[src/rtl/extest_seq_ctrl.sv]
// extest_seq_ctrl: sequences one EXTEST boundary-scan vector through the
// wrapper chain (load, capture, unload), compares the unloaded word and
// reports pass/fail together with the full chain word.
//
// Optional feature macro: EXTEST_ERRCNT_EN (adds err_clr / err_count).
//
// Ports:
//   clk             clock, rising edge
//   reset           asynchronous active-high reset
//   vec_valid       test vector offered
//   vec_ready       combinational accept: IDLE and no abort
//   vec_in          pattern for the input wrapper cells (upper chain bits)
//   vec_exp         expected captured output-cell value
//   vec_mask        1 = compare this output bit
//   abort           synchronous abort of the running sequence
//   extest_mode     wrapper EXTEST mode
//   en              wrapper enable: 1 = shift, 0 = capture
//   extest_scan_in  serial data into the chain
//   extest_scan_out serial data out of the chain (chain bit 0)
//   busy            sequence in progress
//   res_valid       one-cycle result strobe
//   res_pass        compare result, held until the next result
//   res_data        unloaded chain word, held until the next result
//   err_clr         (EXTEST_ERRCNT_EN) synchronous clear of err_count
//   err_count       (EXTEST_ERRCNT_EN) saturating count of failed results
module extest_seq_ctrl #(
   parameter int unsigned CHAIN_LEN      = 8,
   parameter int unsigned IN_CELLS       = 4,
   parameter int unsigned CAPTURE_CYCLES = 1
) (
   input  logic                            clk,
   input  logic                            reset,
   input  logic                            vec_valid,
   output logic                            vec_ready,
   input  logic [IN_CELLS-1:0]             vec_in,
   input  logic [CHAIN_LEN-IN_CELLS-1:0]   vec_exp,
   input  logic [CHAIN_LEN-IN_CELLS-1:0]   vec_mask,
   input  logic                            abort,
   output logic                            extest_mode,
   output logic                            en,
   output logic                            extest_scan_in,
   input  logic                            extest_scan_out,
   output logic                            busy,
   output logic                            res_valid,
   output logic                            res_pass,
`ifdef EXTEST_ERRCNT_EN
   input  logic                            err_clr,
   output logic [15:0]                     err_count,
`endif
   output logic [CHAIN_LEN-1:0]            res_data
);

   localparam int unsigned OUT_CELLS = CHAIN_LEN - IN_CELLS;
   localparam int unsigned CNT_W     = $clog2(CHAIN_LEN);
   localparam int unsigned CAP_W     = 4;
   localparam logic [CNT_W-1:0] BIT_LAST = CNT_W'(CHAIN_LEN - 1);
   localparam logic [CAP_W-1:0] CAP_LAST = CAP_W'(CAPTURE_CYCLES - 1);

   typedef enum logic [2:0] {
      IDLE      = 3'd0,
      SHIFT_IN  = 3'd1,
      CAPTURE   = 3'd2,
      SHIFT_OUT = 3'd3,
      REPORT    = 3'd4
   } state_t;

   state_t                 state, state_nxt;
   logic [CNT_W-1:0]       bit_cnt, bit_cnt_nxt;
   logic [CAP_W-1:0]       cap_cnt, cap_cnt_nxt;
   logic [CHAIN_LEN-1:0]   load_q, load_nxt;
   logic [OUT_CELLS-1:0]   exp_q, exp_nxt;
   logic [OUT_CELLS-1:0]   mask_q, mask_nxt;
   logic [CHAIN_LEN-1:0]   rx_q, rx_nxt;
   logic                   mode_nxt, en_nxt, scan_in_nxt, busy_nxt;
   logic                   res_valid_nxt, res_pass_nxt;
   logic [CHAIN_LEN-1:0]   res_data_nxt;

   assign vec_ready = (state == IDLE) && !abort;

   // State, counters, vector latches and registered outputs
   always_ff @(posedge clk or posedge reset) begin
      if (reset) begin
         state          <= IDLE;
         bit_cnt        <= '0;
         cap_cnt        <= '0;
         load_q         <= '0;
         exp_q          <= '0;
         mask_q         <= '0;
         rx_q           <= '0;
         extest_mode    <= 1'b0;
         en             <= 1'b0;
         extest_scan_in <= 1'b0;
         busy           <= 1'b0;
         res_valid      <= 1'b0;
         res_pass       <= 1'b0;
         res_data       <= '0;
      end else begin
         state          <= state_nxt;
         bit_cnt        <= bit_cnt_nxt;
         cap_cnt        <= cap_cnt_nxt;
         load_q         <= load_nxt;
         exp_q          <= exp_nxt;
         mask_q         <= mask_nxt;
         rx_q           <= rx_nxt;
         extest_mode    <= mode_nxt;
         en             <= en_nxt;
         extest_scan_in <= scan_in_nxt;
         busy           <= busy_nxt;
         res_valid      <= res_valid_nxt;
         res_pass       <= res_pass_nxt;
         res_data       <= res_data_nxt;
      end
   end

   // Next state, then Moore outputs decoded from the next state
   always_comb begin
      state_nxt     = state;
      bit_cnt_nxt   = bit_cnt;
      cap_cnt_nxt   = cap_cnt;
      load_nxt      = load_q;
      exp_nxt       = exp_q;
      mask_nxt      = mask_q;
      rx_nxt        = rx_q;
      mode_nxt      = 1'b0;
      en_nxt        = 1'b0;
      scan_in_nxt   = 1'b0;
      busy_nxt      = 1'b0;
      res_valid_nxt = 1'b0;
      res_pass_nxt  = res_pass;
      res_data_nxt  = res_data;

      case (state)
         IDLE: begin
            if (vec_valid && vec_ready) begin
               state_nxt = SHIFT_IN;
               load_nxt  = {vec_in, {OUT_CELLS{1'b0}}};
               exp_nxt   = vec_exp;
               mask_nxt  = vec_mask;
            end
         end
         SHIFT_IN: begin
            if (bit_cnt == BIT_LAST) state_nxt = CAPTURE;
            else                     bit_cnt_nxt = bit_cnt + CNT_W'(1);
         end
         CAPTURE: begin
            if (cap_cnt == CAP_LAST) state_nxt = SHIFT_OUT;
            else                     cap_cnt_nxt = cap_cnt + CAP_W'(1);
         end
         SHIFT_OUT: begin
            // chain bit k is presented during shift cycle k
            rx_nxt[bit_cnt] = extest_scan_out;
            if (bit_cnt == BIT_LAST) state_nxt = REPORT;
            else                     bit_cnt_nxt = bit_cnt + CNT_W'(1);
         end
         REPORT:  state_nxt = IDLE;
         default: state_nxt = IDLE;
      endcase

      // REPORT is excluded so an abort there cannot swallow the result
      if (abort && (state == SHIFT_IN || state == CAPTURE || state == SHIFT_OUT))
         state_nxt = IDLE;

      // Counters restart on every phase change
      if (state_nxt != state) begin
         bit_cnt_nxt = '0;
         cap_cnt_nxt = '0;
      end

      case (state_nxt)
         SHIFT_IN: begin
            mode_nxt    = 1'b1;
            en_nxt      = 1'b1;
            scan_in_nxt = load_nxt[bit_cnt_nxt];
            busy_nxt    = 1'b1;
         end
         CAPTURE: begin
            mode_nxt = 1'b1;
            busy_nxt = 1'b1;
         end
         SHIFT_OUT: begin
            mode_nxt = 1'b1;
            en_nxt   = 1'b1;
            busy_nxt = 1'b1;
         end
         REPORT: begin
            busy_nxt      = 1'b1;
            res_valid_nxt = 1'b1;
            res_data_nxt  = rx_nxt;
            // upper-bit term checks the input pattern came back intact
            res_pass_nxt  = (((rx_nxt[OUT_CELLS-1:0] ^ exp_q) & mask_q) == '0) &&
                            (rx_nxt[CHAIN_LEN-1:OUT_CELLS] == load_q[CHAIN_LEN-1:OUT_CELLS]);
         end
         default: begin
         end
      endcase
   end

`ifdef EXTEST_ERRCNT_EN
   // Saturating failed-result counter; clear wins over increment
   always_ff @(posedge clk or posedge reset) begin
      if (reset)
         err_count <= '0;
      else if (err_clr)
         err_count <= '0;
      else if (state_nxt == REPORT && !res_pass_nxt && err_count != 16'hFFFF)
         err_count <= err_count + 16'd1;
   end
`endif

endmodule
[config.mk]
export PLATFORM = sky130hd
export DESIGN_NAME = extest_seq_ctrl
export DESIGN_NICKNAME = d
export VERILOG_FILES = /design/src/rtl/extest_seq_ctrl.sv
export SDC_FILE = /design/constraint.sdc
export NUM_CORES = 1
export LEC_CHECK = 0
export ABC_AREA = 1
export CELL_PAD_IN_SITES_DETAIL_PLACEMENT = 0
export CELL_PAD_IN_SITES_GLOBAL_PLACEMENT = 1
export CORE_MARGIN = 2
export CORE_UTILIZATION = 43
export DETAILED_ROUTE_END_ITERATION = 7
export GPL_ROUTABILITY_DRIVEN = 0
export HOLD_SLACK_MARGIN = 0.02
export PLACE_DENSITY_LB_ADDON = 0.1
export SETUP_SLACK_MARGIN = 0.15
export SYNTH_ARGS = -nofsm -noshare
export SYNTH_HDL_FRONTEND = slang
export SYNTH_SLANG_ARGS = --single-unit
[constraint.sdc]
create_clock -name clk -period 3.7 [get_ports clk]
set_input_delay 0.74 -clock clk [delete_from_list [all_inputs] [get_ports clk]]
set_output_delay 0.74 -clock clk [all_outputs]
set_load 0.02 [all_outputs]
==> key figures <==
Timing
  • Count of pins over their slew limit: 0
  • Final hold vios: 0
  • Worst slew pin tran: 975 ps
  • Tmin final: 2760 ps
  • Max Freq: 362 MHz
  • Clk_skew: 4.31 ps
  • WHS: 470 ps
  • Final worst-path cycle share: 0.747
  • Max-slew headroom: 0.349
  • RSZ-0062 raised after global routing: false
  • Setup-failing EPs final: 0
  • Setup TNS: 0 ps

Final layout
  • NumNets Final: 342
  • ANT cells: 0
  • Syn-to-layout area delta: 19.9%
  • Most frequent cells in the layout: 81 x nand2_1, 49 x inv_1, 48 x dfrtp_1
  • Most common cell after layout, fill and taps aside: nand2_1
  • Share of cells above drive strength 1: 0.0901

Worst setup path
  • CP peak stage delay: 660 ps
  • Reg2reg start: bit_cnt[1]$_DFF_PP0_
  • CP arrival: 2020 ps
  • Crit path required time: 2960 ps
  • Crit Path Category: input pin to output port
  • CP delay by family, top: buffers and inverters
  • CP startpoint kind: input pin
  • Crit. End Element: output port
  • Reg2reg path depth: 13
  • Most frequent CP cell: clkdlybuf4s50_1
  • Critical-path cell list: clkdlybuf4s50_1, nor4_1, clkdlybuf4s50_1
  • CP max-delay cell: clkdlybuf4s50_1
  • Reg2reg end: extest_scan_in$_DFF_PP0_
  • Crit path buffers/inverters: 2
  • R2R setup slack: 1620 ps
  • Worst-path maximum fanout: 3

Clock network
  • Later-pin clock latency in the skew report: 300 ps
  • H-tree levels: 2
  • Post-CTS Setup Bufs: 0
  • CTS resizes: 0
  • CTS Buf Count: 5
  • CTS tree: yes
  • Hold_buf cts: 0
  • Clock tree root buffer cell: clkbuf_8
  • Clock Path Buffers: 2
  • Num Clock Sinks: 48
  • Worst-path clk slew: 80 ps

Floorplan
  • Die width: 78.0 um
  • I/O pin count: 32
  • Core Rows: 26
  • Die H: just under 80 um
  • Total core area: 5200 um2
  • Die ar.: 6080 um2
  • Starting Density: 0.452

Yosys
  • Sequential area share after synthesis: 0.510
  • Netlist cell types: 29
  • Warnings, synthesis: 0
  • #FFs+latches synth: 48
  • Mapped Area: 2350 um2
  • Post-synthesis instance total: 287
  • Syn_nets: around 310
  • Avg Inst Size Synth: 8.20 um2

GRT
  • First-pass GRT wire length: 7820 um
  • Largest net degree at the start of global routing: 49
  • Number of global-route vias before repair: 1720
  • GR Overflow Total: 0
  • GRT Total Usage: 0.162
  • Initial antenna violation count: 0

Pwr
  • Internal: 963 uW
  • P_leak: 0.00153 uW
  • Comb power frac: 0.359
  • Peak VDD IR: ~0.28 mV
  • Flop pwr share: 0.449
  • Clk network pwr share: 0.192
  • Switching fraction of total power: 0.377
  • Sw power: 583 uW
  • PwrDens: 548 nW/um2

Routing
  • Routed vias: 1801
  • Routed wire length: 4420 um
  • Antenna Nets Post-Route: 0
  • Drc violations: 0
  • WL per Instance: 11.3 um
  • Initial DRT Pass Iterations: 4
  • Vias per inst: 4.59
  • DRT iter0 DRCs: between 100 and 150

Place
  • Buffers on Ports: 31
  • Detailed Place HPWL: ~3200 um

Run status
  • Outcome: finished clean

Flow run
  • Max Cap Violations: 0

Min path
  • Worst Hold Endpoint: load_q[0]$_DFF_PP0_
  • Min-delay src: load_q[0]$_DFF_PP0_
  • Hold WC Path Type: flop to flop
  • Hold depth: 2
-- cell usage after synthesis --
| library cell | instances | area (um2) |
|---|---|---|
| ha_1 | 3 | 37.5 |
| xor2_1 | 5 | 43.8 |
| nand4_2 | 1 | 12.5 |
| nand2_1 | 81 | 304 |
| nand2_4 | 2 | 22.5 |
| inv_1 | 50 | 188 |
| clkbuf_1 | 4 | 15.0 |
| nand3_4 | 1 | 17.5 |
| a21oi_2 | 2 | 17.5 |
| nor2_2 | 3 | 18.8 |
| inv_2 | 3 | 11.3 |
| or2_1 | 1 | 6.26 |
| nor3_1 | 2 | 10.0 |
| o21ai_0 | 19 | 95.1 |
| a21oi_1 | 4 | 20.0 |
| nand2_2 | 2 | 12.5 |
| nand3_1 | 17 | 85.1 |
| nor3_2 | 1 | 10.0 |
| a21o_1 | 6 | 45.0 |
| nor4_1 | 1 | 6.26 |
| mux2i_1 | 1 | 10.0 |
| nand4_1 | 4 | 25.0 |
| a31oi_1 | 1 | 6.26 |
| nand3_2 | 3 | 30.0 |
| nor2_1 | 16 | 60.1 |
| buf_6 | 1 | 11.3 |
| dfrtp_1 | 48 | 1200 |
| o21ai_1 | 4 | 20.0 |
| nor2_4 | 1 | 11.3 |
-- metal layers --
layer	wire, um	track usage	part of all wire	vias up
met5	0	0	0	-
met2	1860	0.253	0.42	26
met3	151	0.0337	0.034	6
met4	56	0.0491	0.013	0
li1	-	-	-	959
met1	2340	0.229	0.53	810
-- worst reg2reg max path, stage by stage, from the launching register on --
cell,delay [ps]
dfrtp_1,450
ha_1,220
nand2_1,170
inv_1,80
nand2_1,60
o21ai_0,130
a21oi_2,240
nand3_4,160
nor2_4,150
inv_1,70
nand3_1,80
nand2_1,50
nor2_1,80
nor2_1,50
-- cell families (layout without fill, tap and decap cells) --
logic type,after synthesis,after routing,synth area share
flops,48,48,0.510
fa+ha+maj,3,3,0.0160
xor+xnor,5,5,0.0186
mux,1,1,0.00425
compound gates,36,36,0.0867
buf+inv,58,93,0.0957
simple gates,136,136,0.268
-- sequential cells by signal (all words and copies together), names as in the netlist, 3 cells and up --
signal	count
load_q	8
res_data	8
rx_q	8
cap_cnt	4
exp_q	4
mask_q	4
bit_cnt	3
state	3
-- power by group through the flow --
| stage | Sequential (uW) | Clock (uW) | Combinational (uW) |
|---|---|---|---|
| 2_1_floorplan | 704 | 0 | 413 |
| 3_3_place_gp | 704 | 0 | 551 |
| 3_5_place_dp | 705 | 0 | 561 |
| 4_1_cts | 695 | 311 | 564 |
| 5_1_grt | 708 | 335 | 643 |
| 6_report | 694 | 296 | 555 |
-- layout make-up --
type / count / area (um2)
inverter: 53 / 199
fill: 500 / 2380
timing repair buffer: 33 / 325
sequential: 48 / 1200
clock inverter: 2 / 12.5
tap: 70 / 87.6
clock buffer: 5 / 68.8
multi-input combinational: 181 / 927
-- how the worst max path moves through the flow --
stage,start,endpoint,slack [ps],cells past startpoint
after floorplan,abort,vec_ready,1590,1
after global placement,abort,vec_ready,980,3
after detailed placement,abort,vec_ready,950,3
after CTS,abort,vec_ready,940,3
after global routing,abort,vec_ready,830,3
final,abort,vec_ready,940,3
-- through the flow --
| stage | cell area [um2] | utilization | instances | setup slack (ps) | total power, uW |
|---|---|---|---|---|---|
| after floorplan | 2350 | - | 287 | 1590 | 1120 |
| after global routing | 2820 | 0.542 | 392 | 831 | 1690 |
| after CTS | 2820 | 0.542 | 392 | 945 | 1570 |
| final | 2820 | 0.542 | 392 | 937 | 1550 |
| after detailed placement | 2740 | 0.526 | 385 | 945 | 1270 |
| after global placement | 2740 | 0.526 | 385 | 976 | 1260 |
(Power assumes the default switching activity.)
